File: src/rtl/fp8_pkg.sv
// Float8 format constants shared by the int-to-float8 pipeline and its lanes.
// e4m3: 4-bit exponent, 3-bit mantissa, bias 7, no infinity, 0x7F is NaN.
// e5m2: 5-bit exponent, 2-bit mantissa, bias 15, 0x7C is infinity.
package fp8_pkg;

  typedef enum logic {
    FMT_E4M3 = 1'b0,
    FMT_E5M2 = 1'b1
  } fmt_e;

  // e4m3
  localparam int         E4M3_EXP_W      = 4;
  localparam int         E4M3_MANT_W     = 3;
  localparam int         E4M3_BIAS       = 7;
  localparam int         E4M3_MAX_FINITE = 448;   // 1.110b * 2^8
  localparam int         E4M3_EMAX       = 8;     // unbiased exponent of max finite
  localparam int         E4M3_MAX_MANT   = 6;     // mantissa of max finite at EMAX
  localparam logic [7:0] E4M3_MAX_CODE   = 8'h7E;
  localparam logic [7:0] E4M3_NAN_CODE   = 8'h7F;

  // e5m2
  localparam int         E5M2_EXP_W      = 5;
  localparam int         E5M2_MANT_W     = 2;
  localparam int         E5M2_BIAS       = 15;
  localparam int         E5M2_MAX_FINITE = 57344; // 1.11b * 2^15
  localparam int         E5M2_EMAX       = 15;
  localparam int         E5M2_MAX_MANT   = 3;
  localparam logic [7:0] E5M2_MAX_CODE   = 8'h7B;
  localparam logic [7:0] E5M2_INF_CODE   = 8'h7C;

endpackage

File: src/rtl/int_to_float8_lane.sv
// One combinational conversion lane: sign/magnitude -> float8 code.
// Normalises the magnitude, rounds to nearest-even and flags overflow.
// Build option I2F8_SAT_EN: overflowing lanes saturate to the max finite
// code; otherwise they become NaN (e4m3) or infinity (e5m2).
module int_to_float8_lane
  import fp8_pkg::*;
#(
  parameter int FMT   = 0,
  parameter int INT_W = 4
) (
  input  logic             sign,
  input  logic [INT_W-1:0] mag,
  output logic [7:0]       code,
  output logic             ovf
);

  localparam fmt_e FMT_SEL  = (FMT == 1) ? FMT_E5M2 : FMT_E4M3;
  localparam bit   IS_E5M2  = (FMT_SEL == FMT_E5M2);
  localparam int   EW       = IS_E5M2 ? E5M2_EXP_W    : E4M3_EXP_W;
  localparam int   M        = IS_E5M2 ? E5M2_MANT_W   : E4M3_MANT_W;
  localparam int   BIAS     = IS_E5M2 ? E5M2_BIAS     : E4M3_BIAS;
  localparam int   EMAX     = IS_E5M2 ? E5M2_EMAX     : E4M3_EMAX;
  localparam int   MAX_MANT = IS_E5M2 ? E5M2_MAX_MANT : E4M3_MAX_MANT;
`ifdef I2F8_SAT_EN
  localparam logic [7:0] OVF_CODE = IS_E5M2 ? E5M2_MAX_CODE : E4M3_MAX_CODE;
`else
  localparam logic [7:0] OVF_CODE = IS_E5M2 ? E5M2_INF_CODE : E4M3_NAN_CODE;
`endif
  // Headroom below the leading one so guard and sticky always exist,
  // even for narrow inputs where p < M.
  localparam int W   = INT_W + 4;
  localparam int MP1 = M + 1;

  logic [4:0]    p;
  logic [4:0]    shamt;
  logic [W-1:0]  norm;
  logic          nonzero;
  logic [M-1:0]  mant;
  logic          guard;
  logic          sticky;
  logic          round_up;
  logic [M:0]    mant_r;
  logic [5:0]    e_unb;
  logic [EW-1:0] exp_f;

  // Leading-one detect, normalise, round-to-nearest-even, encode.
  always_comb begin
    // NOTE: every variable gets a default before any conditional update so
    // no path leaves it unassigned (which would infer a latch).
    p = '0;
    for (int i = 0; i < INT_W; i++) begin
      if (mag[i]) p = 5'(i);
    end
    shamt    = 5'(W - 1) - p;
    norm     = W'(mag) << shamt;
    nonzero  = norm[W-1];
    mant     = norm[W-2 -: M];
    guard    = norm[W-2-M];
    sticky   = |norm[W-3-M:0];
    round_up = guard & (sticky | mant[0]);
    // A mantissa carry leaves mant_r[M-1:0] at zero and bumps the exponent.
    mant_r   = {1'b0, mant} + MP1'(round_up);
    e_unb    = {1'b0, p} + 6'(mant_r[M]);
    exp_f    = EW'(e_unb + 6'(BIAS));
    ovf      = nonzero &&
               ((e_unb > 6'(EMAX)) ||
                ((e_unb == 6'(EMAX)) && (mant_r[M-1:0] > M'(MAX_MANT))));
    code     = '0;
    if (ovf)          code = {sign, OVF_CODE[6:0]};
    else if (nonzero) code = {sign, exp_f, mant_r[M-1:0]};
  end

endmodule

File: src/rtl/int_to_float8_pipe.sv
// Two-stage, LANES-wide pipeline converting biased unsigned integers to
// float8 (e4m3 or e5m2) with valid/ready handshakes on both sides.
// Stage 1 holds sign/magnitude, stage 2 holds the rounded codes.
// Build option I2F8_SAT_EN selects saturation on overflow (see lane).
module int_to_float8_pipe
  import fp8_pkg::*;
#(
  parameter int FMT     = 0,
  parameter int INT_W   = 4,
  parameter int IN_BIAS = 7,
  parameter int LANES   = 4
) (
  input  logic                   clk,
  input  logic                   rst,
  input  logic                   in_valid,
  output logic                   in_ready,
  input  logic [LANES*INT_W-1:0] in_data,
  output logic                   out_valid,
  input  logic                   out_ready,
  output logic [LANES*8-1:0]     out_data,
  output logic [LANES-1:0]       out_ovf
);

  localparam int IW1 = INT_W + 1;

  logic [LANES-1:0]       in_sign;
  logic [LANES*INT_W-1:0] in_mag;
  logic [LANES*8-1:0]     lane_code;
  logic [LANES-1:0]       lane_ovf;

  logic                   s1_valid_q, s1_valid_d;
  logic [LANES-1:0]       s1_sign_q, s1_sign_d;
  logic [LANES*INT_W-1:0] s1_mag_q, s1_mag_d;
  logic                   s2_valid_q, s2_valid_d;
  logic [LANES*8-1:0]     out_data_q, out_data_d;
  logic [LANES-1:0]       out_ovf_q, out_ovf_d;

  logic s2_ready;
  logic s1_advance;
  logic in_fire;

  // Per lane: bias removal into sign/magnitude, and the conversion lane
  // fed from the stage-1 register.
  for (genvar k = 0; k < LANES; k++) begin : g_lane
    logic [INT_W:0] v;
    assign v = {1'b0, in_data[k*INT_W +: INT_W]} - IW1'(IN_BIAS);
    assign in_sign[k] = v[INT_W];
    assign in_mag[k*INT_W +: INT_W] = v[INT_W] ? (~v[INT_W-1:0] + 1'b1)
                                               : v[INT_W-1:0];

    int_to_float8_lane #(
      .FMT   (FMT),
      .INT_W (INT_W)
    ) u_lane (
      .sign (s1_sign_q[k]),
      .mag  (s1_mag_q[k*INT_W +: INT_W]),
      .code (lane_code[k*8 +: 8]),
      .ovf  (lane_ovf[k])
    );
  end

  assign s2_ready   = !s2_valid_q || out_ready;
  assign s1_advance = s1_valid_q && s2_ready;
  assign in_ready   = !s1_valid_q || s1_advance;
  assign in_fire    = in_valid && in_ready;

  assign out_valid  = s2_valid_q;
  assign out_data   = out_data_q;
  assign out_ovf    = out_ovf_q;

  // Stage 1: load a new beat whenever the stage is free or draining.
  always_comb begin
    s1_valid_d = s1_valid_q;
    s1_sign_d  = s1_sign_q;
    s1_mag_d   = s1_mag_q;
    if (in_ready) s1_valid_d = in_valid;
    if (in_fire) begin
      s1_sign_d = in_sign;
      s1_mag_d  = in_mag;
    end
  end

  // Stage 2: take stage 1's beat when empty or being emptied; hold otherwise.
  always_comb begin
    s2_valid_d = s2_valid_q;
    out_data_d = out_data_q;
    out_ovf_d  = out_ovf_q;
    if (s2_ready) s2_valid_d = s1_valid_q;
    if (s1_advance) begin
      out_data_d = lane_code;
      out_ovf_d  = lane_ovf;
    end
  end

  // Pipeline registers with asynchronous clear.
  always_ff @(posedge clk or posedge rst) begin
    // NOTE: state registers use non-blocking assignments so every flop sees
    // the pre-edge values; data flops are cleared too so a dropped beat can
    // never leak onto out_data after reset.
    if (rst) begin
      s1_valid_q <= 1'b0;
      s1_sign_q  <= '0;
      s1_mag_q   <= '0;
      s2_valid_q <= 1'b0;
      out_data_q <= '0;
      out_ovf_q  <= '0;
    end else begin
      s1_valid_q <= s1_valid_d;
      s1_sign_q  <= s1_sign_d;
      s1_mag_q   <= s1_mag_d;
      s2_valid_q <= s2_valid_d;
      out_data_q <= out_data_d;
      out_ovf_q  <= out_ovf_d;
    end
  end

endmodule

File: config.mk
export PLATFORM = sky130hd
export DESIGN_NAME = int_to_float8_pipe
export DESIGN_NICKNAME = d
export VERILOG_FILES = /design/src/rtl/fp8_pkg.sv /design/src/rtl/int_to_float8_lane.sv /design/src/rtl/int_to_float8_pipe.sv
export SDC_FILE = /design/constraint.sdc
export NUM_CORES = 1
export LEC_CHECK = 0
export ABC_CLOCK_PERIOD_IN_PS = 1900
export CELL_PAD_IN_SITES_DETAIL_PLACEMENT = 1
export CELL_PAD_IN_SITES_GLOBAL_PLACEMENT = 1
export CORE_MARGIN = 4
export CORE_UTILIZATION = 39
export CTS_CLUSTER_DIAMETER = 200
export DETAILED_ROUTE_END_ITERATION = 10
export PLACE_DENSITY = 0.76
export SETUP_SLACK_MARGIN = 0.4
export SLEW_MARGIN = 0
export SYNTH_ARGS = -nofsm -noshare
export SYNTH_HDL_FRONTEND = slang
export SYNTH_SLANG_ARGS = --single-unit
File: constraint.sdc
create_clock -name clk -period 1.9 [get_ports clk]
set_input_delay 0.38 -clock clk [delete_from_list [all_inputs] [get_ports clk]]
set_output_delay 0.38 -clock clk [all_outputs]
set_load 0.02 [all_outputs]
==> results.md, run 1 <==
Placed design:
- Routability-driven placement finished with a final weighted congestion of 0.723.
- Once placement finished, the instance area stood at 0.00338 mm².
- The HPWL after detailed placement is roughly 4.4 mm.
- The setup slack after placement is -0.123 ns.
- The number of input and output port buffers inserted is 53.

CTS:
- At the later pin of the worst-skew pair, clock insertion delay measures 0.31 ns.
- In this run the deepest clock path goes through 2 buffers.
- The number of hold buffers added after CTS was 0.
- The number of sinks handled by clock tree synthesis is 54.
- The clock tree synthesis step divided the H-tree into 2 levels.
- Clock-pin slew was measured on the worst setup and hold paths at 0.08 ns.
- The clock tree from TritonCTS is done.
- The number of buffers added by the clock tree synthesis step is 5.
- The tree is rooted in a sky130_fd_sc_hd__clkbuf_8.

Cells and area:
- The growth of design area from synthesis to finish is 31.4%.
- The count of nets after finishing is 370.
- The number of inserted filler cells in the final layout is 785.
- 0 antenna diodes ended up in the layout.
- The share of post-route cells with drive strength above 1 is 13.2%.
- The final design instance area without fill is approximately 0.0036 mm².

GRT:
- The global routing met2 resource utilization is 21.9%.
- The global routing usage on met1 is 22.5%.
- The global-route wire length before repair is 10.3 mm.
- The largest net degree at the start of global routing is 55.
- Global routing consumed, over all layers together, between 10 and 15% of the routing resources.
- The number of antenna violations at the first check in global routing is 0.
- The global routing stage identified its most utilized layer as met1.
- The met3 track demand over resource is 2.82%.
- Global routing finished with a remaining overflow of 0.
- The via count of the first global-routing pass is between 2000 and 2500.

Min path:
- The worst hold path was traced through 2 stages.
- The startpoint identified for the worst hold timing path is out_data[24].
- The path class of the tightest hold or removal check is reg -> reg.

Yosys:
- Ranked by total cell area, the synthesized netlist is headed by sky130_fd_sc_hd__dfrtp_1, sky130_fd_sc_hd__nand2_1, sky130_fd_sc_hd__ha_1.
- Counting flops with an async set or reset pin after synthesis yields a share of 100%.
- The largest total area in the synthesized netlist belongs to sky130_fd_sc_hd__dfrtp_1.
- The synthesized design devotes to its leading area cell type 49.7% of total area.
- Counting flops with a built-in enable in the synthesized netlist gives 0.
- The number of synthesized register bits is 54.
- The count of different cell masters after synthesis is 37.
- The cell with the most instances after synthesis is sky130_fd_sc_hd__dfrtp_1.
- During synthesis, Yosys emitted a total of 0 warnings.
- The cell area after technology mapping is 0.00272 mm².
- By count the netlist is led by sky130_fd_sc_hd__dfrtp_1, sky130_fd_sc_hd__nand2_1, sky130_fd_sc_hd__nor2_1, sky130_fd_sc_hd__o21ai_1, sky130_fd_sc_hd__a21oi_1.
- The register area share after synthesis is roughly 50%.
- The synthesized area per cell is slightly below 10 µm².
- The cell count after synthesis came out at 283.
- Among all flip-flop cells after synthesis, the most frequent one is sky130_fd_sc_hd__dfrtp_1.

Setup path:
- The data required time at the worst endpoint is 1.52 ns.
- The element type at the critical path start is a primary input.
- The largest single stage delay on the critical path is ~0.47 ns.
- The depth of the worst register-to-register path is 6.
- The launch point of the worst reg-to-reg path is s1_valid_q.
- The most critical setup path has its startpoint at out_ready.
- The worst setup path is of the in -> out kind.
- The worst setup path is captured at an output pin.
- In this run the worst path has a maximum fanout of 2.
- At the worst endpoint, the arrival time is 1.12 ns.
- On the critical path, the stage with the largest delay is an instance of sky130_fd_sc_hd__clkdlybuf4s50_1.
- The critical path goes through clkdlybuf4s50_1, nand3b_4, buf_4.

Drt:
- The average wire per cell in the routed design is 14.2 µm.
- The final layout contains routed wiring with a total length of 6.18 mm.
- Across all layers, the routed design uses 2145 vias.
- The starting DRC count in detailed routing is 100.
- After detailed routing, the number of remaining DRC violations is 0.
- The detailed-route vias per instance is 4.92.
- The pre-antenna-repair detailed-routing pass consisted of 4 iterations.
- The count of nets left with antenna violations after detail routing is 0.

Floorplanning:
- From bottom edge to top edge, the die measures 91.5 µm.
- The width of the chip is 91.5 µm.
- The floorplan die area is 0.00838 mm².
- For this configuration, the core starts out at a cell density of 40.1%.
- The number of top-level pins is 58.
- The total core area is 0.00679 mm².
- After floorplanning, the core was divided into 30 placement rows.

Power and ir drop:
- The total leakage power is 0.00170 µW.
- The power density over the cells is approximately 930 mW/mm².
- The largest voltage drop on the vdd net is 0.328 mV.

Timing:
- Setup violations remaining at the end of the flow were counted as 0.
- On the final layout, the worst clock skew is roughly 0.011 ns.
- Once routing completed, OpenROAD measured the worst setup slack at 0.399 ns.
- The final critical-path required period is 1.50 ns.
- The max-slew violation count was 0.
- Setup repair after global routing could not meet its margin everywhere.
- Derived from the worst setup path, the maximum achievable clock frequency is 666 MHz.
- The final period utilization is 79.0%.
- The number of hold violations in the final report came to 0.

Outcome:
- The flow ran to the end, and the final reports show no timing, DRC or antenna violations.

Run:
- The max-capacitance violation count is 0.
-- worst max-delay path, delay by kind of cell --
kind	cells	cell delay (ns)
simple gates	1	0.13
buf+inv	2	0.61
-- through the flow --
stage | hold WS (ns) | std cells | total power (µW) | utilization (%) | setup TNS (ns)
after floorplan | 0.448 | 286 | 2250 | - | 0
after global placement | 0.453 | 427 | 2770 | 49.7 | -0.0535
after detailed placement | 0.462 | 427 | 2810 | 49.7 | -0.214
after CTS | 0.476 | 436 | 3350 | 51.1 | 0
after global routing | 0.508 | 436 | 3560 | 52.6 | 0
final | 0.471 | 436 | 3340 | 52.6 | 0
-- area by class of cell --
cell class / instances / area, µm² / share of cell area (%)
repair buffers: 63 / 609 / 17.0
flip-flops and latches: 54 / 1350 / 37.8
multi-input cells: 206 / 1370 / 38.2
clock buffers: 7 / 86.3 / 2.41
well taps: 96 / 120 / 3.36
inverters: 9 / 37.5 / 1.05
clock inverters: 1 / 5.00 / 0.140
-- final timing paths --
path	endpoint	slack [ns]
setup / recovery	in_ready	0.40
hold / removal	out_data[24]	0.47
setup reg to reg	s1_sign_q[0]	0.58
hold reg to reg	out_data[24]	0.47
max in group asynchronous	out_data[2]	1.19
min in group asynchronous	out_data[30]	0.49
-- layout by cell type (no fill, tap or decap), types with 4 or more instances in the layout --
cell type                         synthesis  routed
sky130_fd_sc_hd__a21o_1                   5       5
sky130_fd_sc_hd__o21ai_0                  5       5
sky130_fd_sc_hd__conb_1                   1       4
sky130_fd_sc_hd__ha_4                     0       4
sky130_fd_sc_hd__o21ai_1                 21      21
sky130_fd_sc_hd__nor2_1                  28      26
sky130_fd_sc_hd__clkdlybuf4s50_1          0      12
sky130_fd_sc_hd__xnor2_1                  9       9
sky130_fd_sc_hd__a22o_1                   8       8
sky130_fd_sc_hd__buf_4                    7       8
sky130_fd_sc_hd__nand2_1                 42      42
sky130_fd_sc_hd__a21oi_1                 17      17
sky130_fd_sc_hd__dfrtp_1                 54      54
sky130_fd_sc_hd__ha_1                    11       6
sky130_fd_sc_hd__a211oi_2                 1       6
sky130_fd_sc_hd__o31ai_1                  4       4
sky130_fd_sc_hd__inv_1                    9       8
sky130_fd_sc_hd__nor2b_1                  6       6
sky130_fd_sc_hd__dlymetal6s2s_1           0       5
sky130_fd_sc_hd__nand2b_1                 7       7
sky130_fd_sc_hd__clkbuf_8                 0       6
sky130_fd_sc_hd__dlygate4sd2_1            0      35
-- sequential cells by signal, summed over array words and instances, names as in the netlist --
register    count
s1_valid_q      1
s1_sign_q       4
out_data       32
out_valid       1
s1_mag_q       16
-- cell families after synthesis --
kind of cell | synth area share (%)
simple gates | 17.1
compound gates | 18.8
flops | 49.7
buf+inv | 5.42
xor+xnor | 3.86
fa+ha+maj | 5.06
other cells | 0.138
-- timing repair --
| action | 4_1_cts | 5_1_grt |
|---|---|---|
| setup endpoints to repair | 41 | 23 |
| resized for setup | 45 | 24 |
| pin swaps | 3 | 1 |
| setup buffers | 1 | 0 |
-- power by group --
| part | leakage, µW | internal, µW | total [µW] | switching [µW] |
|---|---|---|---|---|
| clock | 0.0000482 | 295 | 656 | 362 |
| sequential | 0.000674 | 1380 | 1570 | 190 |
| combinational | 0.000973 | 467 | 1110 | 646 |
-- per-layer routing --
metal  vias up  wire, µm
li1       1077         -
met1      1020      3130
met2        41      2730
met3         7       246
met4         0        74
met5         -         0
No activity file was read; power rests on OpenSTA's default activity.
==> run 2: changes to the inputs <==
- ABC_CLOCK_PERIOD_IN_PS: 1900 -> 1500
- clock period: 1.9 -> 1.5 ns (I/O delays scaled with it)
==> results.md, run 2 (same netlist as run 1, synthesis figures left out) <==
Floorplanning:
- The height of the chip is 91.5 µm.
- The width of the chip is roughly 92 µm.
- In this run the standard cell core region covers 0.00679 mm².
- During I/O placement, the number of pins put on the boundary was 58.
- The number of standard-cell rows in the floorplan is 30.
- The initial utilization of the core area, before any placement, comes to 40.1%.
- The floorplan die area is 0.00838 mm².

Drt:
- After detailed routing, the number of vias per cell comes to between 5 and 6.
- The average wire per cell in the routed design is 17.3 µm.
- The first-pass detailed-route iteration total is 4.
- The total DRC errors in the routed layout is 0.
- Summed over all layers, the routed wires come to approximately 8.5 mm.
- The count of nets left with antenna violations after detail routing is 0.
- In this run, the number of DRC markers left after iteration 0 of detailed routing was 118.
- The via count is 2544.

Placed design:
- The HPWL after detailed placement is 5.14 mm.
- The number of input and output port buffers inserted is 53.
- The congestion estimate from routability-driven global placement came to 0.746.

Timing:
- Timing would allow up to 776 MHz.
- The post-route worst hold slack is 0.306 ns.
- The max-slew violation count is 0.
- The final period utilization is 85.9%.
- Setup repair after global routing could not meet its margin everywhere.
- After routing, the total negative slack on setup checks comes to 0 ns.
- The number of hold violations in the final report was 0.
- The setup clock skew after layout is 0.00615 ns.
- The number of failing setup endpoints in the final timing report is 0.
- The final critical-path required period is 1.29 ns.

Setup path:
- For this run, the slowest stage of the critical path takes 0.46 ns.
- The depth of the worst register-to-register path is 6.
- For the worst setup path, the data arrival time is 0.99 ns.
- The worst setup path is of the reg -> out kind.
- The highest net fanout along the worst path is 3.
- The worst setup path is launched from a flip-flop.
- The sort of element at the end of the critical path is an output pin.
- The signal on the critical path passes through nand3b_4, buf_6.
- The largest individual stage delay along the critical path comes from the cell sky130_fd_sc_hd__dfrtp_2.
- STA puts the critical path data required time at roughly 1.2 ns.

CTS:
- The H-tree was split into 2 levels.
- Clock-pin slew was measured on the worst setup and hold paths at approximately 0.09 ns.
- For the worst-skew pair, the clock arrives at the later sink with an insertion delay of 0.31 ns.
- The tree built by TritonCTS fans out to 54 sinks.
- TritonCTS built the clock tree.
- CTS placed an instance of sky130_fd_sc_hd__clkbuf_8 at the clock tree root.
- The maximum clock insertion buffer count is 2.
- Clock tree synthesis inserted a total of 5 buffers.

Cells and area:
- The library cell used most frequently in the layout, excluding fill and tap cells, is sky130_fd_sc_hd__buf_4.
- Registers take 0.00136 mm².
- In the layout the commonest cells are sky130_fd_sc_hd__buf_4, sky130_fd_sc_hd__dfrtp_1, sky130_fd_sc_hd__nand2_1.
- In the final layout, the share of cells above drive strength 1 is approximately 44%.
- The final design utilization is between 60 and 70%.
- The number of flip-flops under the largest register name is 32.
- The growth of design area from synthesis to finish is 59.2%.
- The layout has 736 filler cells.
- Summing all multi-input logic gate instances after layout gives 0.00158 mm².
- The number of antenna diodes in the final layout is 0.
- The count of nets after finishing is ~430.

Run:
- Max-cap violations in this run came to 0.

Power and ir drop:
- The largest voltage drop on the vdd net is 0.417 mV.
- The analysis attributes to cell leakage a power of 0.00201 µW.
- The power density over the cells is 1190 mW/mm².
- Summing internal, switching and leakage power gives 5140 µW.

GRT:
- The largest net degree at the start of global routing is 26.
- The overall fraction of global-route tracks in use is 17.1%.
- The number of antenna violations at the first check in global routing was 0.
- The first global-routing pass estimated 11.7 mm of wire.
- The via count of the first global-routing pass is between 2000 and 2500.
- The leftover overflow at the end of global routing is 0.

Outcome:
- The flow ran to the end, and the final reports show no timing, DRC or antenna violations.

Min path:
- The class of the tightest hold or removal check is in -> async.
[run 2: what timing repair did]
item,4_1_cts,5_1_grt
setup endpoints to repair,85,86
gates resized for setup,250,41
endpoints found under the hold margin,0,0
pin swaps,11,6
gates cloned,0,2
setup buffers,17,13
hold buffers,0,0
[run 2: path summary, 6_finish.rpt]
path                              startpoint      endpoint  slack (ns)
worst min-delay path                     rst  out_data[24]        0.31
max in group asynchronous                rst   s1_mag_q[7]        0.77
worst min register to register  s1_sign_q[1]  s1_sign_q[1]        0.50
min in group clk                 in_data[12]  s1_mag_q[12]        0.39
worst max register to register    s1_valid_q   out_data[1]        0.23
worst max-delay path               out_valid      in_ready        0.21
[run 2: per-layer routing]
metal | share of wire (%) | vias to the layer above | wire length [µm] | track usage, %
met5 | 0 | - | 0 | 0
met4 | 1.7 | 0 | 145 | 4.52
met3 | 3.3 | 15 | 284 | 2.24
met2 | 51 | 60 | 4390 | 29.3
met1 | 44 | 1271 | 3720 | 22.8
li1 | - | 1198 | - | -
[run 2: power breakdown]
| part | total, µW | internal, µW | switching, µW |
|---|---|---|---|
| registers | 2120 | 1760 | 357 |
| logic | 2170 | 1130 | 1030 |
| clock network | 858 | 374 | 484 |
[run 2: layout make-up]
type                            count  share of cell area (%)
Tap cell                           96                    2.77
Multi-Input combinational cell    206                    36.4
Inverter                            9                   0.866
Clock buffer                        7                    1.99
Sequential cell                    54                    31.5
Clock inverter                      1                   0.116
Timing Repair Buffer              120                    26.3
[run 2: worst max-delay path: cells and delay by family (launching register included)]
kind,cells,cell delay (ns)
AND/OR/NAND/NOR,1,0.10
buffers and inverters,1,0.12
flip-flops,1,0.46
[run 2: metrics by stage]
step,instance area [µm²],cells,setup WS [ns]
2_1_floorplan,2840,286,0.334
3_3_place_gp,3670,453,-0.298
3_5_place_dp,3670,453,-0.318
4_1_cts,4060,478,0.217
5_1_grt,4330,493,0.148
6_report,4330,493,0.211
==> run 3: changes to the inputs <==
- ABC_CLOCK_PERIOD_IN_PS: 1500 -> not set
- PLACE_DENSITY: 0.76 -> 0.91
==> results.md, run 3 (same netlist as run 1, synthesis figures left out) <==
Floorplanning:
- From left edge to right edge, the die measures 91.5 µm.
- The die covers 0.00838 mm².
- The initial cell density of the core is 40.1%.
- The number of standard-cell rows in the floorplan is 30.
- The height of the chip is 91.5 µm.
- The number of top-level pins is 58.
- The region available for standard cell placement spans 0.00679 mm².

Timing:
- Static timing analysis puts the maximum clock frequency at 721 MHz.
- The max-slew violation count is 0.
- The number of failing setup endpoints in the final timing report is 0.
- Adding up every negative setup slack in the final design gives 0 ns.
- After layout, the minimum clock period comes to 1.39 ns.
- Setup repair after global routing could not meet its margin everywhere.
- The final setup slack of the worst path is 0.112 ns.
- The setup clock skew after layout is approximately 0.011 ns.
- The number of hold violations in the final report came to 0.
- Of the available clock period, the critical path in the final layout requires 92.5%.

Setup path:
- The data required time at the worst endpoint is around 1.7 ns.
- The sort of element at the end of the critical path is a flip-flop.
- In this run the worst path has a maximum fanout of 7.
- The type of the setup path with the least slack is reg -> reg.
- For the worst setup path, the data arrival time is 1.59 ns.
- The capturing point of the worst reg2reg path is out_data[20].
- The launch point of the worst reg-to-reg path is s1_mag_q[11].
- The worst setup path is launched from a flip-flop.
- For the worst flop-to-flop path, the logic depth is 3.
- The setup slack of the worst register-to-register path is roughly 0.11 ns.

Min path:
- The worst hold path cell count is 2.
- The class of the tightest hold or removal check is in -> reg.
- The worst hold path terminates at s1_mag_q[4].
- The startpoint identified for the worst hold timing path is in_data[4].

Cells and area:
- The share of post-route cells with drive strength above 1 is 46.9%.
- The top cell types in the final layout, fill and taps aside, are sky130_fd_sc_hd__buf_4, sky130_fd_sc_hd__dfrtp_1, sky130_fd_sc_hd__nand2_1.
- The count of nets after finishing is approximately 440.
- The area used by multi-input combinational logic is 0.00164 mm².
- Counting the fill cells in the layout gives a little over 700.
- The number of flip-flops under the largest register name is 32.
- The area growth from synthesis to layout is 67.2%.
- The most frequent standard cell in the layout excluding fill and tap cells is sky130_fd_sc_hd__buf_4.
- The final design instance area without fill is 0.00455 mm².
- The number of antenna diodes in the final layout is 0.
- The register area is 0.00137 mm².

CTS:
- The number of sinks handled by clock tree synthesis is 54.
- TritonCTS built the clock tree.
- For the worst-skew pair, the clock arrives at the later sink with an insertion delay of ~0.32 ns.
- The clock passes through at most 2 buffers.
- The clock tree synthesis step divided the H-tree into 2 levels.
- After clock tree synthesis, the clock-pin slew on the worst setup and hold paths is between 0.1 and 0.15 ns.
- The tree is rooted in a sky130_fd_sc_hd__clkbuf_8.
- The number of buffers added by the clock tree synthesis step is 5.

Outcome:
- The run finished with clean final reports.

GRT:
- The largest net degree at the start of global routing is 55.
- The global-route wire length before repair is 14.4 mm.
- The via count of the first global-routing pass came to 2714.
- Summed over all layers, the global routing overflow is 0.
- The number of antenna violations at the first check in global routing was 0.
- Global routing consumed, over all layers together, 21.5% of the routing resources.

Power and ir drop:
- Across the VDD grid, the largest voltage drop is around 0.46 mV.
- The power density over the cells is 1270 mW/mm².
- The post-layout total power is 5790 µW.
- The total leakage power is 0.00208 µW.

Drt:
- The detailed-route vias per instance is 5.54.
- For this run, the detailed router's first-pass iteration total came to 4.
- In the final routed layout, each cell accounts on average for 23.0 µm.
- After detailed routing, the number of remaining DRC violations is 0.
- The first routing iteration left 177 violations.
- The via count is roughly 2800.
- Once detail routing completed, the nets flagged for antenna violations numbered 0.
- The routed design has 11.5 mm of wire.

Placed design:
- The number of input and output port buffers inserted is 53.
- Detailed placement ended at an HPWL of 5.44 mm.
- The area of placed instances is 0.00362 mm².
- Prior to clock tree synthesis, the placed netlist has a worst setup slack of -0.315 ns.
- Routability-driven placement finished with a final weighted congestion of 0.751.

Run:
- The tool flagged a number of max-cap violations equal to 0.
[run 3: cell type report]
class / instances / share of cell area, %
Clock buffer: 6 / 1.81
Clock inverter: 2 / 1.32
Inverter: 9 / 0.825
Multi-Input combinational cell: 207 / 36.1
Sequential cell: 54 / 30.1
Tap cell: 96 / 2.64
Timing Repair Buffer: 127 / 27.3
[run 3: worst max path at each step]
stage / from / endpoint / slack (ns)
6_report: s1_mag_q[11] / out_data[20] / 0.11
5_1_grt: out_valid / out_data[27] / -0.008
4_1_cts: out_valid / in_ready / 0.21
3_5_place_dp: out_ready / in_ready / -0.31
3_3_place_gp: out_ready / in_ready / -0.30
2_1_floorplan: out_valid / out_data[17] / 0.33
[run 3: per-stage QoR]
stage | cells | utilization [%] | hold WS [ns]
after floorplan | 286 | - | 0.368
after global placement | 446 | 53.3 | 0.455
after detailed placement | 446 | 53.3 | 0.465
after CTS | 471 | 60.4 | 0.365
after global routing | 501 | 67.0 | 0.355
final | 501 | 67.0 | 0.351
[run 3: where the power goes]
part           switching (µW)  total [µW]  internal (µW)  leakage [µW]
clock                     521        1230            712     0.0000714
sequential                398        2160           1760      0.000659
combinational            1190        2390           1210       0.00135
total                    2110        5790           3680       0.00208
[run 3: per-layer routing]
layer / up-vias / wire length [µm] / global-route usage (%)
li1: 1210 / - / -
met3: 28 / 464 / 3.56
met5: - / 0 / 0
met4: 0 / 363 / 6.53
met2: 105 / 5830 / 37.3
met1: 1432 / 4850 / 27.2
[run 3: timing repair]
action,CTS,global route
setup buffers,17,26
gates cloned,0,4
setup endpoints to repair,86,86
hold buffers,0,0
pin swaps,7,10
resized for setup,258,43
[run 3: worst max-delay path, stage by stage, from the launching register on]
cell,delay [ns]
sky130_fd_sc_hd__dfrtp_2,0.51
sky130_fd_sc_hd__nor4_4,0.42
sky130_fd_sc_hd__nand2b_1,0.25
sky130_fd_sc_hd__o21ai_1,0.09
